[src/rtl/alu_pkg.sv]
// rtl/alu_pkg.sv - shared opcode constants, data width and issue FSM states
package alu_pkg;
    localparam int DW = 8;

    localparam logic [3:0] OP_ADD = 4'b0000;
    localparam logic [3:0] OP_SUB = 4'b0001;
    localparam logic [3:0] OP_AND = 4'b1000;
    localparam logic [3:0] OP_OR  = 4'b1001;
    localparam logic [3:0] OP_XOR = 4'b1010;
    localparam logic [3:0] OP_NOT = 4'b1011;
    localparam logic [3:0] OP_SHR = 4'b1100;
    localparam logic [3:0] OP_SHL = 4'b1101;
    localparam logic [3:0] OP_ROR = 4'b1110;
    localparam logic [3:0] OP_ROL = 4'b1111;

    typedef enum logic [1:0] {
        IDLE  = 2'd0,
        ISSUE = 2'd1,
        WAIT  = 2'd2,
        WB    = 2'd3
    } state_e;
endpackage

[src/rtl/alu_issue_if.sv]
// rtl/alu_issue_if.sv - instruction handshake and write-back report channel
interface alu_issue_if #(parameter int AW = 2);
    import alu_pkg::*;

    logic          in_valid;
    logic          in_ready;
    logic [3:0]    in_op;
    logic [AW-1:0] in_rd;
    logic [AW-1:0] in_rs1;
    logic [AW-1:0] in_rs2;
    logic          in_li;
    logic [DW-1:0] in_imm;
    logic          wb_valid;
    logic [AW-1:0] wb_addr;
    logic [DW-1:0] wb_data;

    modport master (
        output in_valid, in_op, in_rd, in_rs1, in_rs2, in_li, in_imm,
        input  in_ready, wb_valid, wb_addr, wb_data
    );

    modport slave (
        input  in_valid, in_op, in_rd, in_rs1, in_rs2, in_li, in_imm,
        output in_ready, wb_valid, wb_addr, wb_data
    );
endinterface

[src/rtl/alu_regfile.sv]
// rtl/alu_regfile.sv - NREG x DW register file, two operand reads, host read, host/WB writes
module alu_regfile
    import alu_pkg::*;
#(
    parameter int NREG = 4,
    parameter int AW   = $clog2(NREG)
) (
    input  logic          ck,
    input  logic          rst,
    input  logic [AW-1:0] rs1_addr,
    input  logic [AW-1:0] rs2_addr,
    input  logic [AW-1:0] rd_addr,
    output logic [DW-1:0] rs1_data,
    output logic [DW-1:0] rs2_data,
    output logic [DW-1:0] rd_data,
    input  logic          hw_en,
    input  logic [AW-1:0] hw_addr,
    input  logic [DW-1:0] hw_data,
    input  logic          wb_en,
    input  logic [AW-1:0] wb_addr,
    input  logic [DW-1:0] wb_data
);
    logic [DW-1:0] regs_q [NREG];
    logic [DW-1:0] regs_d [NREG];

    // Write-back is applied last so it overrides a colliding host write.
    always_comb begin
        regs_d = regs_q;
        if (hw_en) regs_d[hw_addr] = hw_data;
        if (wb_en) regs_d[wb_addr] = wb_data;
    end

    always_ff @(posedge ck or posedge rst) begin
        if (rst) begin
            for (int i = 0; i < NREG; i++) regs_q[i] <= '0;
        end else begin
            regs_q <= regs_d;
        end
    end

    assign rs1_data = regs_q[rs1_addr];
    assign rs2_data = regs_q[rs2_addr];
    assign rd_data  = regs_q[rd_addr];
endmodule

[src/rtl/alu_issue.sv]
// rtl/alu_issue.sv - operand fetch / write-back stage for the 2-edge registered ALU
// Define ALU_LI_EN to enable the load-immediate path (IDLE -> WB).
module alu_issue
    import alu_pkg::*;
#(
    parameter int NREG = 4,
    parameter int AW   = $clog2(NREG)
) (
    input  logic          ck,
    input  logic          rst,
    alu_issue_if.slave    ib,
    output logic [DW-1:0] alu_a,
    output logic [DW-1:0] alu_b,
    output logic [3:0]    alu_ctr,
    input  logic [DW-1:0] alu_o,
    input  logic          hw_en,
    input  logic [AW-1:0] hw_addr,
    input  logic [DW-1:0] hw_data,
    input  logic [AW-1:0] rd_addr,
    output logic [DW-1:0] rd_data
);
    state_e        state_q, state_d;
    logic [DW-1:0] alu_a_q, alu_a_d, alu_b_q, alu_b_d;
    logic [3:0]    alu_ctr_q, alu_ctr_d;
    logic [AW-1:0] rd_q, rd_d;
    logic [DW-1:0] rs1_data, rs2_data, wb_src;
    logic          wb_en;

`ifdef ALU_LI_EN
    logic          li_q, li_d;
    logic [DW-1:0] imm_q, imm_d;
    assign wb_src = li_q ? imm_q : alu_o;
`else
    logic unused_li;
    assign unused_li = ^{ib.in_li, ib.in_imm};
    assign wb_src    = alu_o;
`endif

    always_comb begin
        state_d   = state_q;
        alu_a_d   = alu_a_q;
        alu_b_d   = alu_b_q;
        alu_ctr_d = alu_ctr_q;
        rd_d      = rd_q;
`ifdef ALU_LI_EN
        li_d      = li_q;
        imm_d     = imm_q;
`endif
        case (state_q)
            IDLE: begin
                if (ib.in_valid) begin
                    rd_d    = ib.in_rd;
                    state_d = ISSUE;
`ifdef ALU_LI_EN
                    li_d  = ib.in_li;
                    imm_d = ib.in_imm;
                    if (ib.in_li) state_d = WB;
`endif
                    // Operand registers only move on an ALU-path accept.
                    if (state_d == ISSUE) begin
                        alu_a_d   = rs1_data;
                        alu_b_d   = rs2_data;
                        alu_ctr_d = ib.in_op;
                    end
                end
            end
            ISSUE:   state_d = WAIT;
            WAIT:    state_d = WB;
            WB:      state_d = IDLE;
            default: state_d = IDLE;
        endcase
    end

    always_ff @(posedge ck or posedge rst) begin
        if (rst) begin
            state_q   <= IDLE;
            alu_a_q   <= '0;
            alu_b_q   <= '0;
            alu_ctr_q <= '0;
            rd_q      <= '0;
`ifdef ALU_LI_EN
            li_q      <= 1'b0;
            imm_q     <= '0;
`endif
        end else begin
            state_q   <= state_d;
            alu_a_q   <= alu_a_d;
            alu_b_q   <= alu_b_d;
            alu_ctr_q <= alu_ctr_d;
            rd_q      <= rd_d;
`ifdef ALU_LI_EN
            li_q      <= li_d;
            imm_q     <= imm_d;
`endif
        end
    end

    assign wb_en       = (state_q == WB);
    assign ib.in_ready = (state_q == IDLE);
    assign ib.wb_valid = wb_en;
    assign ib.wb_addr  = rd_q;
    assign ib.wb_data  = wb_en ? wb_src : '0;
    assign alu_a       = alu_a_q;
    assign alu_b       = alu_b_q;
    assign alu_ctr     = alu_ctr_q;

    alu_regfile #(.NREG(NREG), .AW(AW)) u_regfile (
        .ck       (ck),
        .rst      (rst),
        .rs1_addr (ib.in_rs1),
        .rs2_addr (ib.in_rs2),
        .rd_addr  (rd_addr),
        .rs1_data (rs1_data),
        .rs2_data (rs2_data),
        .rd_data  (rd_data),
        .hw_en    (hw_en),
        .hw_addr  (hw_addr),
        .hw_data  (hw_data),
        .wb_en    (wb_en),
        .wb_addr  (rd_q),
        .wb_data  (wb_src)
    );
endmodule
[src/flat_wrapper.sv]
// flat-port wrapper written by rule: the top's interface ports become plain ports
module alu_issue_flat import alu_pkg::*;
#(
    parameter int NREG = 4,
    parameter int AW   = $clog2(NREG)
)
  (ck, rst, alu_a, alu_b, alu_ctr, alu_o, hw_en, hw_addr, hw_data, rd_addr, rd_data, ib_in_valid, ib_in_op, ib_in_rd, ib_in_rs1, ib_in_rs2, ib_in_li, ib_in_imm, ib_in_ready, ib_wb_valid, ib_wb_addr, ib_wb_data);
  alu_issue_if #(.AW(AW)) ib_i ();
  input  logic ck;
  input  logic rst;
  output logic [DW-1:0] alu_a;
  output logic [DW-1:0] alu_b;
  output logic [3:0] alu_ctr;
  input  logic [DW-1:0] alu_o;
  input  logic hw_en;
  input  logic [AW-1:0] hw_addr;
  input  logic [DW-1:0] hw_data;
  input  logic [AW-1:0] rd_addr;
  output logic [DW-1:0] rd_data;
  input wire logic [$bits(ib_i.in_valid)-1:0] ib_in_valid;
  input wire logic [$bits(ib_i.in_op)-1:0] ib_in_op;
  input wire logic [$bits(ib_i.in_rd)-1:0] ib_in_rd;
  input wire logic [$bits(ib_i.in_rs1)-1:0] ib_in_rs1;
  input wire logic [$bits(ib_i.in_rs2)-1:0] ib_in_rs2;
  input wire logic [$bits(ib_i.in_li)-1:0] ib_in_li;
  input wire logic [$bits(ib_i.in_imm)-1:0] ib_in_imm;
  output wire logic [$bits(ib_i.in_ready)-1:0] ib_in_ready;
  output wire logic [$bits(ib_i.wb_valid)-1:0] ib_wb_valid;
  output wire logic [$bits(ib_i.wb_addr)-1:0] ib_wb_addr;
  output wire logic [$bits(ib_i.wb_data)-1:0] ib_wb_data;
  assign ib_i.in_valid = ib_in_valid;
  assign ib_i.in_op = ib_in_op;
  assign ib_i.in_rd = ib_in_rd;
  assign ib_i.in_rs1 = ib_in_rs1;
  assign ib_i.in_rs2 = ib_in_rs2;
  assign ib_i.in_li = ib_in_li;
  assign ib_i.in_imm = ib_in_imm;
  assign ib_in_ready = ib_i.in_ready;
  assign ib_wb_valid = ib_i.wb_valid;
  assign ib_wb_addr = ib_i.wb_addr;
  assign ib_wb_data = ib_i.wb_data;
  alu_issue #(.NREG(NREG), .AW(AW)) u_core (.ck(ck), .rst(rst), .ib(ib_i), .alu_a(alu_a), .alu_b(alu_b), .alu_ctr(alu_ctr), .alu_o(alu_o), .hw_en(hw_en), .hw_addr(hw_addr), .hw_data(hw_data), .rd_addr(rd_addr), .rd_data(rd_data));
endmodule
[config.mk]
export PLATFORM = sky130hd
export DESIGN_NAME = alu_issue_flat
export DESIGN_NICKNAME = d
export VERILOG_FILES = /design/src/rtl/alu_pkg.sv /design/src/rtl/alu_issue_if.sv /design/src/rtl/alu_regfile.sv /design/src/rtl/alu_issue.sv /design/src/flat_wrapper.sv
export SDC_FILE = /design/constraint.sdc
export NUM_CORES = 1
export LEC_CHECK = 0
export ABC_AREA = 1
export BUFFER_PORTS_ARGS = -buffer_cell sky130_fd_sc_hd__buf_4
export CAP_MARGIN = 5
export CORE_ASPECT_RATIO = 0.9
export CORE_MARGIN = 5
export CORE_UTILIZATION = 40
export CTS_BUF_LIST = sky130_fd_sc_hd__clkbuf_2
export DETAILED_ROUTE_END_ITERATION = 7
export PLACE_DENSITY = 0.66
export SETUP_SLACK_MARGIN = 0.3
export SLEW_MARGIN = 5
export SYNTH_ARGS = -nofsm -noshare
export SYNTH_HDL_FRONTEND = slang
export SYNTH_HIERARCHICAL = 1
export SYNTH_SLANG_ARGS = --single-unit
[constraint.sdc]
create_clock -name ck -period 1.9 [get_ports ck]
set_input_delay 0.19 -clock ck [delete_from_list [all_inputs] [get_ports ck]]
set_output_delay 0.19 -clock ck [all_outputs]
set_load 0.03 [all_outputs]
# Word level (Yosys, flattened, before mapping)

Cells that the tools add are included.

$lt $le $gt $ge: 7
Eq/ne operators: 4
Muxes and demuxes: 20
Bitwise operators: 5
Reduce and logical (&&, ||, !) cells: 4

Operator list:

| kind                 | number |
|---|---|
| $mux W8              | 9 |
| $bwmux W32           | 2 |
| $mux W32             | 2 |
| $bmux W8 S2          | 3 |
| $demux W8 S2         | 2 |
| $ge A3 B3 Y1 const B | 5 |
| $not A2 Y3           | 5 |
| $pmux W2 S4          | 1 |
| $lt A3 B1 Y1 const B | 2 |
| $eq A2 B2 Y1 const B | 2 |
| $eq A2 B1 Y1 const B | 1 |
| $logic_and A1 B1 Y1  | 2 |
| $logic_not A2 Y1     | 1 |
| $mux W2              | 1 |
| $ne A2 B2 Y1 const B | 1 |
| $reduce_and A2 Y1    | 1 |

Bits in registers: 56
Input bits: 43
Output and inout port bits: 40
Word-level logic and storage cells: 49

# Longest topological paths before layout

Depth after elaboration: 9
Mapped depth: 7
Depth with buffers taken out: 6

# Modules after synthesis

The synthesis kept the hierarchy.

Modules (own cells, without submodules):

| module      | instances | cells each | area each (µm²) | seq. area each (µm²) |
|---|---|---|---|---|
| alu_regfile | 1         | 391        | 2,404.8         | 800.8 |
| alu_issue   | 1         | 134        | 1,144.8         | 600.6 |

# Worst setup path after synthesis

OpenSTA, ideal clock, no wires.

Path kind: register -> register
Start point: register u_core.state_q[1]
End point: register u_core/u_regfile/regs_q[0] in the netlist's numbering
Library setup time: 0.083 ns
Data arrival time: 1.396 ns
Data required time: 1.817 ns
Path slack: 0.421 ns
Cell stages (with the launch flop): 6
Buffers on the path: 0
Period minus slack after synthesis: 1.479 ns
Cell sequence: dfrtp_1 ha_1 nand3_1 inv_1 nand2_1 o21ai_0

RTL lines:

| item                     | line              | RTL |
|---|---|---|
| start: declaration       | alu_issue.sv:22   | `state_e state_q, state_d;` |
| start signal: assignment | alu_issue.sv:86   | `state_q <= state_d;` |
| end signal: assignment   | alu_regfile.sv:37 | `regs_q <= regs_d;` |
| end: declaration         | alu_regfile.sv:23 | `logic [DW-1:0] regs_q [NREG];` |

# Worst setup path in the final report

Start point: register u_core.state_q[1]
End point: output port ib_wb_data[6]

Longest elaborated chain between the ends: 2

Ends and longest elaborated chain:

| item             | line               | RTL |
|---|---|---|
| $eq A2 B2 Y1     | alu_issue.sv:98    | `assign wb_en = (state_q == WB);` |
| $mux W8          | alu_issue.sv:102   | `assign ib.wb_data = wb_en ? wb_src : '0;` |
| end: declaration | flat_wrapper.sv:30 | `output wire logic [$bits(ib_i.wb_data)-1:0] ib_wb_data;` |

No other way between the ends.

==> flow_metrics.tcl <==
set metrics [dict create \
    run_status "finished, final reports clean" \
    critPathKind "reg2out" \
    io_pins 83 \
    power.net_switching_mw 3.37 \
    total_area_of_multi_input_combinational_cells_sq_um 1800 \
    irDropWorstVdd_mv 0.583 \
    routedWlPerCell_um 14.9 \
    detail_route.first_pass.iterations 5 \
    tritoncts "built" \
    detailedPlace.worstSlack_ns 0.348 \
    clock-root-buffer "clkbuf_2" \
    seqPwrFrac 0.313 \
    finish.utilization 0.551 \
    maximum_number_of_pins_on_one_net_before_global_route_repair 33 \
    p_leak_nw 2.58 \
    synthDominantCellAreaShare 0.395 \
    detailedPlacementHpwl_um 7550 \
    crit_fanout 8 \
    worst-r2r-setup-slack_ns 0.42 \
    synth_seq_area_share 0.395 \
    grt_overflow 0 \
    seqCellArea_sq_um 1400 \
    worstSkewPairLatency_ns 0.49 \
    ant_nets 0 \
    dieArea_sq_um 10900 \
    design_power_total_mw 6.97 \
    yosys.area.top_type "dfrtp_1" \
    whs_ns 0.0584 \
    place_inst 696 \
    combinational_cell_fraction_of_total_power 0.612 \
    floorplan.initialDensity 0.412 \
    fmaxAchievable_ghz 0.611 \
    synth_edf_count 0 \
    setup_tns_ns 0 \
    slew_viol_final 0 \
    fp.coreArea_sq_um 8610 \
    area.growth.synth_to_final_pct 33.7 \
    finalHoldViolations 0 \
    floorplan.die.width_um 109 \
    max-cap-violations 0 \
    switching_share 0.484 \
    port_buffers 73 \
    grt_first_pass_wirelength_um 17900 \
    power.clock.fraction 0.075 \
    area_after_dpl_sq_um 4140 \
    final_non_filler_cells 754 \
    post-route-drc-count 0 \
    num_vias 3808 \
    total_grt_usage 0.208 \
    worstPathRequired_ns 1.71 \
    finalCriticalPeriod_ns 1.64 \
    antenna_violations_before_repair 0 \
    layout-drive-gt1-share 0.246 \
    drt_wl_total_um 11200 \
    rows 32 \
    htree_levels 2 \
    antennaDiodeCount 0 \
    final_net_count 682 \
    filler_cell_count 849 \
    place_congestion 0.909 \
    timing.final.crit_share 0.862 \
    detail_route.iter0.violations 419 \
    ys.flop_type "dfrtp_1" \
    min-delay-path-class "in2reg" \
    setup_viol 0 \
    final_area_sq_um 4740 \
    number_of_distinct_standard_cells_referenced_by_the_synthesized_netlist 21 \
    number_of_register_bits_inferred_by_synthesis 56 \
    worst_setup_path_end_kind "output port" \
    vias_in_the_first_global_route 3542 \
    synth.area.top_cells "dfrtp_1 (39%), nand2_1 (22%), nand3_1 (9.9%)" \
    die_height_um 99.4 \
    synth.avg_cell_area_sq_um 6.76 \
    finalClockSkew_ns 0.0318 \
    cellInternalPower_mw 3.60 \
    cts_inserted_buffers 5 \
    power-per-cell-area_nw_per_um2 1470 \
    drt-vias-per-instance 5.05 \
    cp_data_arrival_time_ns 1.45 \
    post_synth_inst_count 525 \
    syn-num-nets 573 \
    max_slew_headroom 0.405 \
    max-clock-path-buffers 2 \
    cts.clk_slew.worst_paths_ns 0.33 \
    worstMarginPinSlew_ns 0.891 \
    grt_setup_unrepaired "true" \
    startpoint_type "flip-flop" \
    post_synth_instance_area_sq_um 3550 \
    async_flop_share 1.00 \
    min_setup_slack_post_route_ns 0.263 \
    tritoncts_num_sinks 56 \
    synthesis_warning_total 6 \
]
## power by group through the flow
stage | clock network [mW] | logic [mW] | registers (mW)
floorplan | 0 | 1.94 | 2.53
global placement | 0 | 3.35 | 2.18
detailed placement | 0 | 3.41 | 2.21
CTS | 0.551 | 4.10 | 2.18
global route | 0.582 | 4.64 | 2.25
finish | 0.520 | 4.26 | 2.18
## layout by cell type, fill, tap and decap left out
cell type and count:
nand3_1 69, a21oi_2 1, inv_1 40, a21oi_1 23
nand2_4 1, dlygate4sd3_1 23, inv_2 24, inv_6 2
dfrtp_1 55, dfrtp_2 1, nand2_1 204, nand2_2 7
nand3_2 3, o21ai_1 5, nor2_1 8, nor2_4 1
ha_1 1, buf_6 19, clkbuf_2 5, nor2_2 1
buf_12 1, ha_4 2, o21ai_0 27, clkinvlp_4 1
buf_4 85, o211ai_1 24, ha_2 2
## what timing repair did
item / 4_1_cts / 5_1_grt
resized for setup: 43 / 14
setup buffers: 23 / 4
setup endpoints to repair: 18 / 35
hold endpoints to repair: 94 / 0
pin swaps: 6 / 9
hold buffers: 23 / 0
## final timing paths
check                                               from                               endpoint  depth (start not counted)
max                        u_core/state_q[1]$_DFFE_PP0P_                          ib_wb_data[6]                          4
min                                           hw_addr[0]  u_core/u_regfile/regs_q[19]$_DFF_PP0_                          4
max reg2reg                u_core/state_q[1]$_DFFE_PP0P_   u_core/u_regfile/regs_q[0]$_DFF_PP0_                          6
min reg2reg                u_core/alu_ctr[0]$_DFFE_PP0P_          u_core/alu_ctr[0]$_DFFE_PP0P_                          2
max in group asynchronous                            rst          u_core/state_q[0]$_DFFE_PP0P_                          3
min in group asynchronous                            rst   u_core/u_regfile/regs_q[9]$_DFF_PP0_                          4
## critical path, cell delays in order (launching register included)
cell and delay [ns]:
dfrtp_1 0.48, ha_4 0.23, nand2_1 0.07, inv_1 0.07, buf_6 0.13
## Yosys cell counts (3+ instances only)
library cell and instances:
nand2_1 208, nand3_1 70, inv_1 62, dfrtp_1 56
o21ai_0 30, a21oi_1 24, o211ai_1 24, clkbuf_1 13
nor2_1 8, buf_2 6, buf_6 5, ha_1 5
nand2_2 3
## cell families after synthesis
| family | share of synthesized area |
|---|---|
| and+or+nand+nor | 0.346 |
| buffers and inverters | 0.112 |
| AOI/OAI and AO/OA | 0.130 |
| DFF | 0.395 |
| adders and majority gates | 0.0176 |
## registers in the layout (all words and copies together), names as in the netlist
register,cells
u_core/alu_a,8
u_core/u_regfile/regs_q,32
u_core/alu_b,8
u_core/ib.wb_addr,2
u_core/state_q,2
u_core/alu_ctr,4
## metal layers
layer  global-route usage  share of wire  up-vias
met1                0.313           0.48     1731
met5                    0              0        -
met4               0.0556          0.015        0
met2                0.310           0.42      161
li1                     -              -     1900
met3               0.0337          0.084       16
## layout make-up
type,instances,share of cell area
clock buffers,5,0.00527
clock inverters,3,0.00527
inverters,64,0.0506
multi-input cells,379,0.379
flip-flops and latches,56,0.296
well taps,119,0.0314
repair buffers,128,0.232
(Power assumes the default switching activity.)
